## config.mk

```make
export PLATFORM = sky130hd
export DESIGN_NAME = sequential_divider
export DESIGN_NICKNAME = d
export VERILOG_FILES = /design/src/rtl/sequential_divider.sv
export SDC_FILE = /design/constraint.sdc
export NUM_CORES = 1
export LEC_CHECK = 0
export ABC_AREA = 0
export CAP_MARGIN = 20
export CORE_UTILIZATION = 47
export DETAILED_ROUTE_END_ITERATION = 10
export PLACE_DENSITY = 0.67
export SETUP_SLACK_MARGIN = 0.4
export SLEW_MARGIN = 20
export SYNTH_ARGS = -nofsm -noshare
export SYNTH_HDL_FRONTEND = slang
export SYNTH_SLANG_ARGS = --single-unit
```

## constraint.sdc

```tcl
create_clock -name clk -period 6.4 [get_ports clk]
set_input_delay 1.28 -clock clk [delete_from_list [all_inputs] [get_ports clk]]
set_output_delay 1.28 -clock clk [all_outputs]
set_load 0.05 [all_outputs]
```

## src/rtl/sequential_divider.sv

```systemverilog
// rtl/sequential_divider.sv - signed restoring divider, one quotient bit per clock
// Produces a truncating quotient and remainder for signed operands, with a divide-by-zero flag.
module sequential_divider #(
  parameter int W = 32
) (
  input  logic         clk,
  input  logic         rst,
  input  logic         start,
  input  logic [W-1:0] dividend,
  input  logic [W-1:0] divisor,
  output logic [W-1:0] quotient,
  output logic [W-1:0] remainder,
  output logic         done,
  output logic         busy,
  output logic         div_by_zero
);

  typedef enum logic [1:0] {IDLE, CALC, FIX, DONE} state_t;

  localparam int CW = $clog2(W + 1);

  state_t        state, state_nxt;
  logic [CW-1:0] cnt;
  logic [W-1:0]  dvd_q;
  logic [W-1:0]  q_sr;
  logic [W-1:0]  rem;
  logic [W:0]    dvs_mag;
  logic [W:0]    dvd_mag_in;
  logic [W:0]    dvs_mag_in;
  logic [W:0]    shifted;
  logic          neg_q;
  logic          neg_r;
  logic          zero_q;
  logic          take;
  logic          last;

  // Magnitudes are one bit wider so that the most negative operand negates exactly.
  always_comb begin
    dvd_mag_in = dividend[W-1] ? -{dividend[W-1], dividend} : {1'b0, dividend};
    dvs_mag_in = divisor[W-1]  ? -{divisor[W-1], divisor}   : {1'b0, divisor};
    shifted    = {rem, q_sr[W-1]};
    take       = (shifted >= dvs_mag);
    last       = (cnt == CW'(W - 1));
  end

  always_ff @(posedge clk) begin
    if (rst) begin
      state <= IDLE;
    end else begin
      state <= state_nxt;
    end
  end

  always_comb begin
    state_nxt = state;
    busy      = 1'b1;
    done      = 1'b0;
    case (state)
      IDLE: begin
        busy = 1'b0;
        if (start) begin
          state_nxt = (divisor == '0) ? FIX : CALC;
        end
      end
      CALC: begin
        if (last) begin
          state_nxt = FIX;
        end
      end
      FIX: begin
        state_nxt = DONE;
      end
      DONE: begin
        done      = 1'b1;
        state_nxt = IDLE;
      end
      default: begin
        state_nxt = IDLE;
      end
    endcase
  end

  always_ff @(posedge clk) begin
    if (rst) begin
      cnt         <= '0;
      dvd_q       <= '0;
      q_sr        <= '0;
      rem         <= '0;
      dvs_mag     <= '0;
      neg_q       <= 1'b0;
      neg_r       <= 1'b0;
      zero_q      <= 1'b0;
      quotient    <= '0;
      remainder   <= '0;
      div_by_zero <= 1'b0;
    end else begin
      case (state)
        IDLE: begin
          if (start) begin
            cnt     <= '0;
            dvd_q   <= dividend;
            q_sr    <= dvd_mag_in[W-1:0];
            // Top magnitude bit seeds the partial remainder so the full W+1-bit value is divided.
            rem     <= {{(W-1){1'b0}}, dvd_mag_in[W]};
            dvs_mag <= dvs_mag_in;
            neg_q   <= dividend[W-1] ^ divisor[W-1];
            neg_r   <= dividend[W-1];
            zero_q  <= (divisor == '0);
          end
        end
        CALC: begin
          // Remainder stays below the divisor, so the low W bits of the difference are exact.
          rem  <= take ? (shifted[W-1:0] - dvs_mag[W-1:0]) : shifted[W-1:0];
          q_sr <= {q_sr[W-2:0], take};
          cnt  <= cnt + 1'b1;
        end
        FIX: begin
          if (zero_q) begin
            quotient    <= '1;
            remainder   <= dvd_q;
            div_by_zero <= 1'b1;
          end else begin
            quotient    <= neg_q ? -q_sr : q_sr;
            remainder   <= neg_r ? -rem : rem;
            div_by_zero <= 1'b0;
          end
        end
        default: begin
        end
      endcase
    end
  end

endmodule

```

==> Word-level counts from Yosys, hierarchy flattened <==
Index checks and enable logic that the tools add are counted.
{ "op_classes": {"add_sub_neg": 6, "magnitude_cmp": 1, "n_eq_ne": 6, "mux": 20, "n_bitwise": 1, "n_reduce_logical": 6} }
{ "op_table": {"columns": ["operator", "n"], "rows": [
  ["$mux 32", 7],
  ["$pmux 32 s2", 2],
  ["$mux 33", 2],
  ["$neg 33->33", 2],
  ["$neg 32->32", 2],
  ["$ge 33x33->1", 1],
  ["$logic_not 32->1", 1],
  ["$sub 32x32->32", 1],
  ["$pmux 6 s2", 1],
  ["$pmux 2 s4", 1],
  ["$add 6x1->6 const B", 1],
  ["$eq 6x5->1 const B", 1],
  ["$mux 2", 3],
  ["$mux 6", 1],
  ["$reduce_and 2->1", 3],
  ["$eq 2x2->1 const B", 2],
  ["$ne 2x2->1 const B", 2],
  ["$mux 1", 3],
  ["$eq 2x1->1 const B", 1],
  ["$logic_not 2->1", 1],
  ["$reduce_bool 2->1", 1],
  ["$xor 1x1->1", 1]
]} }
{ "word_totals": {"reg_bits": 205, "output_inout_bits": 67, "wordCells": 52} }

==> Longest topological paths before layout <==
{ "depth": {"word_depth": 4, "mapped_depth": 12, "depth_no_buf": 12} }

==> Worst setup path after synthesis <==
OpenSTA, ideal clock, no wires.
{ "synth_path": {"path_kind": "input-to-reg", "start": "input dividend[2]", "end": "register q_sr[31]", "setup_time_ps": 86, "arrival_ps": 3604, "slack_ps": 2710, "path_stages": 8, "path_buffers": 1, "cell_sequence": "or4_1 -> or4_1 -> or3_1 -> clkbuf_1 -> or3_1 -> nor3_1 -> a211oi_1 -> a211oi_1"} }
{ "synth_between": {"elab_chain_cells": 4} }
{ "synth_rtl": {"columns": ["element", "line_no", "source"], "rows": [
  ["start, declared", "9", "input logic [W-1:0] dividend,"],
  ["$neg 33->33", "39", "dvd_mag_in = dividend[W-1] ? -{dividend[W-1], dividend} : {1'b0, dividend};"],
  ["$mux 33", "39", null],
  ["$mux 32", "99", "if (start) begin"],
  ["$pmux 32 s2", "97", "case (state)"],
  ["end signal, assigned", "102", "q_sr <= dvd_mag_in[W-1:0];"],
  ["end signal, assigned", "114", "q_sr <= {q_sr[W-2:0], take};"],
  ["end, declared", "25", "logic [W-1:0] q_sr;"]
]} }
Every way passes these cells. The select of a mux whose other input is x is not followed.
A chain may end at the register's enable or synchronous reset.

==> Final worst setup path <==
{ "layout_path": {"start": "input dividend[2]", "end": "register q_sr[28]"} }
The elaborated chain is that of the path after synthesis.

==> flow_summary.toml <==
[outcome]
status = "finished, final reports clean"

[floorplanning]
num_rows = 59
core_sq_um = 25980
die-area_sq_um = 27080
io_pins = 134
start_util_pct = 47.80
die_w_um = 164.6
chipHeight_um = 164.6

[critical_path]
crit_path_max_fanout = 6
r2r_cells = 10
critPathMaxStageDelay_ns = 0.86
crit_end = "q_sr[28]"
r2r_end = "rem[31]"
crit_family = "compound AO/OA/AOI/OAI gates"
critPathCaptureType = "flip-flop"
startpoint_type = "primary input"
worstPathArrival_ns = 4.55
r2r_setup_slack_ns = 2.50
crit_top_cell = "nand2_1"
required_ns = 6.84
cp.buffers_inverters = 1
crit_slowest_cell = "o41ai_1"
worstPathCellList = "clkdlybuf4s50_1 > or4_1 > o41ai_1 > nand2_1 > a21oi_1 > nand2_1 > xor2_1 > nand2_1 > a311oi_1"
r2r-start = "rem[3]"
worstSetupStartpoint = "dividend[2]"
cp_num_cells = 9
path_class = "primary input to flip-flop"

[sta]
clock_skew_ns = 0.01310
slew_violations = 0
tightest_slew_ns = 1.034
finalCritPeriodShare_pct = 64.22
finalSetupViolCount = 0
rsz0062_at_grt = "no"
max_freq_ghz = 0.2433
period_needed_ns = 4.110
setup_tns_ns = 0
slew_headroom_pct = 30.15
hold_viol_final = 0

[detailed_routing]
dr.pass1.iters = 8
drt_iter0_drc = 981
drc = 0
routed_wl_mm = 36.52
avgRoutedWirePerCell_um = 18.07
via_count = 11840
routed_via_density = 5.857
ant_nets = 0

[pwr]
power_density_nw_per_um2 = 385.4
peakVddDrop_mv = 0.2556
p_leak_nw = 5.408

[synth]
synth_area_leader_cell = "dfxtp_1"
synth_top_area_share_pct = 32.88
ys_top_cells_by_count = "nand2_1, dfxtp_1, nor2_1"
yosysMostFrequentCell = "nand2_1"
ys_top_cells_by_area = "dfxtp_1, xor2_1, nand2_1"
ys_types = 64
synth_ff_type = "dfxtp_1"
synth_edf_count = 0
synth_warnings = 0
synth-seq-cells = 204
synth_cells = 1603
syn-cell-area_sq_um = 12420
postSynth.asyncResetShare_pct = 0
syn_area_per_cell_sq_um = 7.748
ys_seq_area_share_pct = 32.88
syn_nets = 1713

[cts]
cts-root-buf = "clkbuf_16"
cts_tree = "yes"
cts.path.max_buffers = 3
cts_resized = 0
cts_buffers = 23
h-tree-depth = 1
clk_latency_ns = 0.53
holdBufCountCts = 0
postCtsSetupBuffers = 0
clk_pin_slew_ns = 0.06
clock-sinks = 204

[layout]
final_area_sq_um = 14720
n_antenna_cell = 0
final_nets = 1781
area_growth_pct = 18.53
post_route_cells_drive_above_1_share_pct = 4.982

[job]
cap_violations = 0

[grt]
grt_use_met1_pct = 35.57
grtUsageMet3_pct = 3.014
grt_most_used_layer = "met2"
antenna_found_initial = 0
grt_first_pass_wirelength_mm = 56.81
grt_pass1_vias = 10580
use_met2_pct = 43.07
track_usage_pct = 26.35
grt_max_degree = 92
overflow = 0

[placement]
gp_congestion = 0.9136
dp_hpwl_mm = 27.02
portBuffers = 133
dpl_cell_area_sq_um = 13910

[min_path]
hold_path_class = "flip-flop to flip-flop"
[final cells by class]
cell class | instances | area [sq um]
Clock buffer | 32 | 679.4
Clock inverter | 8 | 130.1
Fill cell | 2422 | 11260
Inverter | 56 | 210.2
Multi-Input combinational cell | 1237 | 7749
Sequential cell | 204 | 4085
Tap cell | 335 | 419.2
Timing Repair Buffer | 149 | 1449
[metal layers]
layer	vias to the layer above	share of wire, %
li1	5894	-
met1	5531	45
met2	347	46
met3	64	5.3
met4	0	3.4
met5	-	0
[layout by cell type, fill, tap and decap left out, types with 14 or more instances in the layout]
master	synthesis	routed
nand3_1	26	26
a21oi_1	102	101
clkdlybuf4s50_1	0	132
xor2_1	103	103
o41ai_1	19	19
a211oi_1	73	73
nor3_1	27	27
inv_1	56	56
nand2b_1	25	25
a222oi_1	14	14
o211ai_1	25	25
o21ai_0	109	108
dfxtp_1	204	203
buf_4	0	17
nand2_1	212	212
clkbuf_16	0	23
xnor2_1	38	38
o31ai_1	40	40
ha_1	42	41
or3_1	18	18
mux2i_1	34	34
or4_1	19	19
nor2_1	154	153
nand4_1	30	30
[state kept, by name, indices dropped and copies added (netlist names)]
register / count
cnt: 6
remainder: 32
q_sr: 32
state: 2
div_by_zero: 1
quotient: 32
neg_q: 1
zero_q: 1
dvd_q: 32
dvs_mag: 33
rem: 32
[worst min-delay path by stage]
stage	start	end	slack (ns)	cells past startpoint
after floorplan	dvs_mag[32]	dvs_mag[32]	0.43	2
after global placement	dvd_q[13]	dvd_q[13]	0.44	2
after detailed placement	dvd_q[20]	dvd_q[20]	0.45	2
after CTS	dvd_q[1]	dvd_q[1]	0.46	2
after global routing	dvd_q[24]	dvd_q[24]	0.47	2
final	dvd_q[10]	dvd_q[10]	0.45	2
[worst reg2reg max path, stage by stage, from the launching register on]
cell,delay (ns)
dfxtp_1,0.52
ha_1,0.35
a21o_1,0.21
a211o_1,0.27
o21ai_0,0.54
o21ai_0,0.40
nand3_1,0.24
a21boi_1,0.14
buf_4,0.22
o21ai_0,0.64
o21ai_0,0.21
[metrics by stage]
step,util [%],instances,power (W),worst slack (ns),hold slack (ns)
after floorplan,-,1603,0.003565,2.710,0.4279
after global placement,53.52,1981,0.004245,1.894,0.4444
after detailed placement,53.54,1981,0.004271,1.780,0.4479
after CTS,56.65,2021,0.005689,2.377,0.4563
after global routing,56.65,2021,0.006018,2.136,0.4669
final,56.65,2021,0.005674,2.290,0.4534
[power by group]
part	total, W	leakage, nW	internal (W)	switching [W]
Clock	0.00141	0.404	0.000862	0.000550
Sequential	0.00176	1.66	0.00153	0.000230
Combinational	0.00251	3.34	0.000900	0.00161
Total	0.00567	5.41	0.00329	0.00239
[kinds of logic (layout without fill, tap and decap cells)]
logic type | after synthesis | in the layout | synth area share [%]
compound gates | 442 | 442 | 23.33
mux | 34 | 34 | 2.740
xor+xnor | 141 | 141 | 9.943
flops | 204 | 204 | 32.88
buf+inv | 162 | 245 | 4.926
simple gates | 577 | 577 | 21.79
fa+ha+maj | 43 | 43 | 4.392
Note: power is estimated with default switching activity, not from simulation.
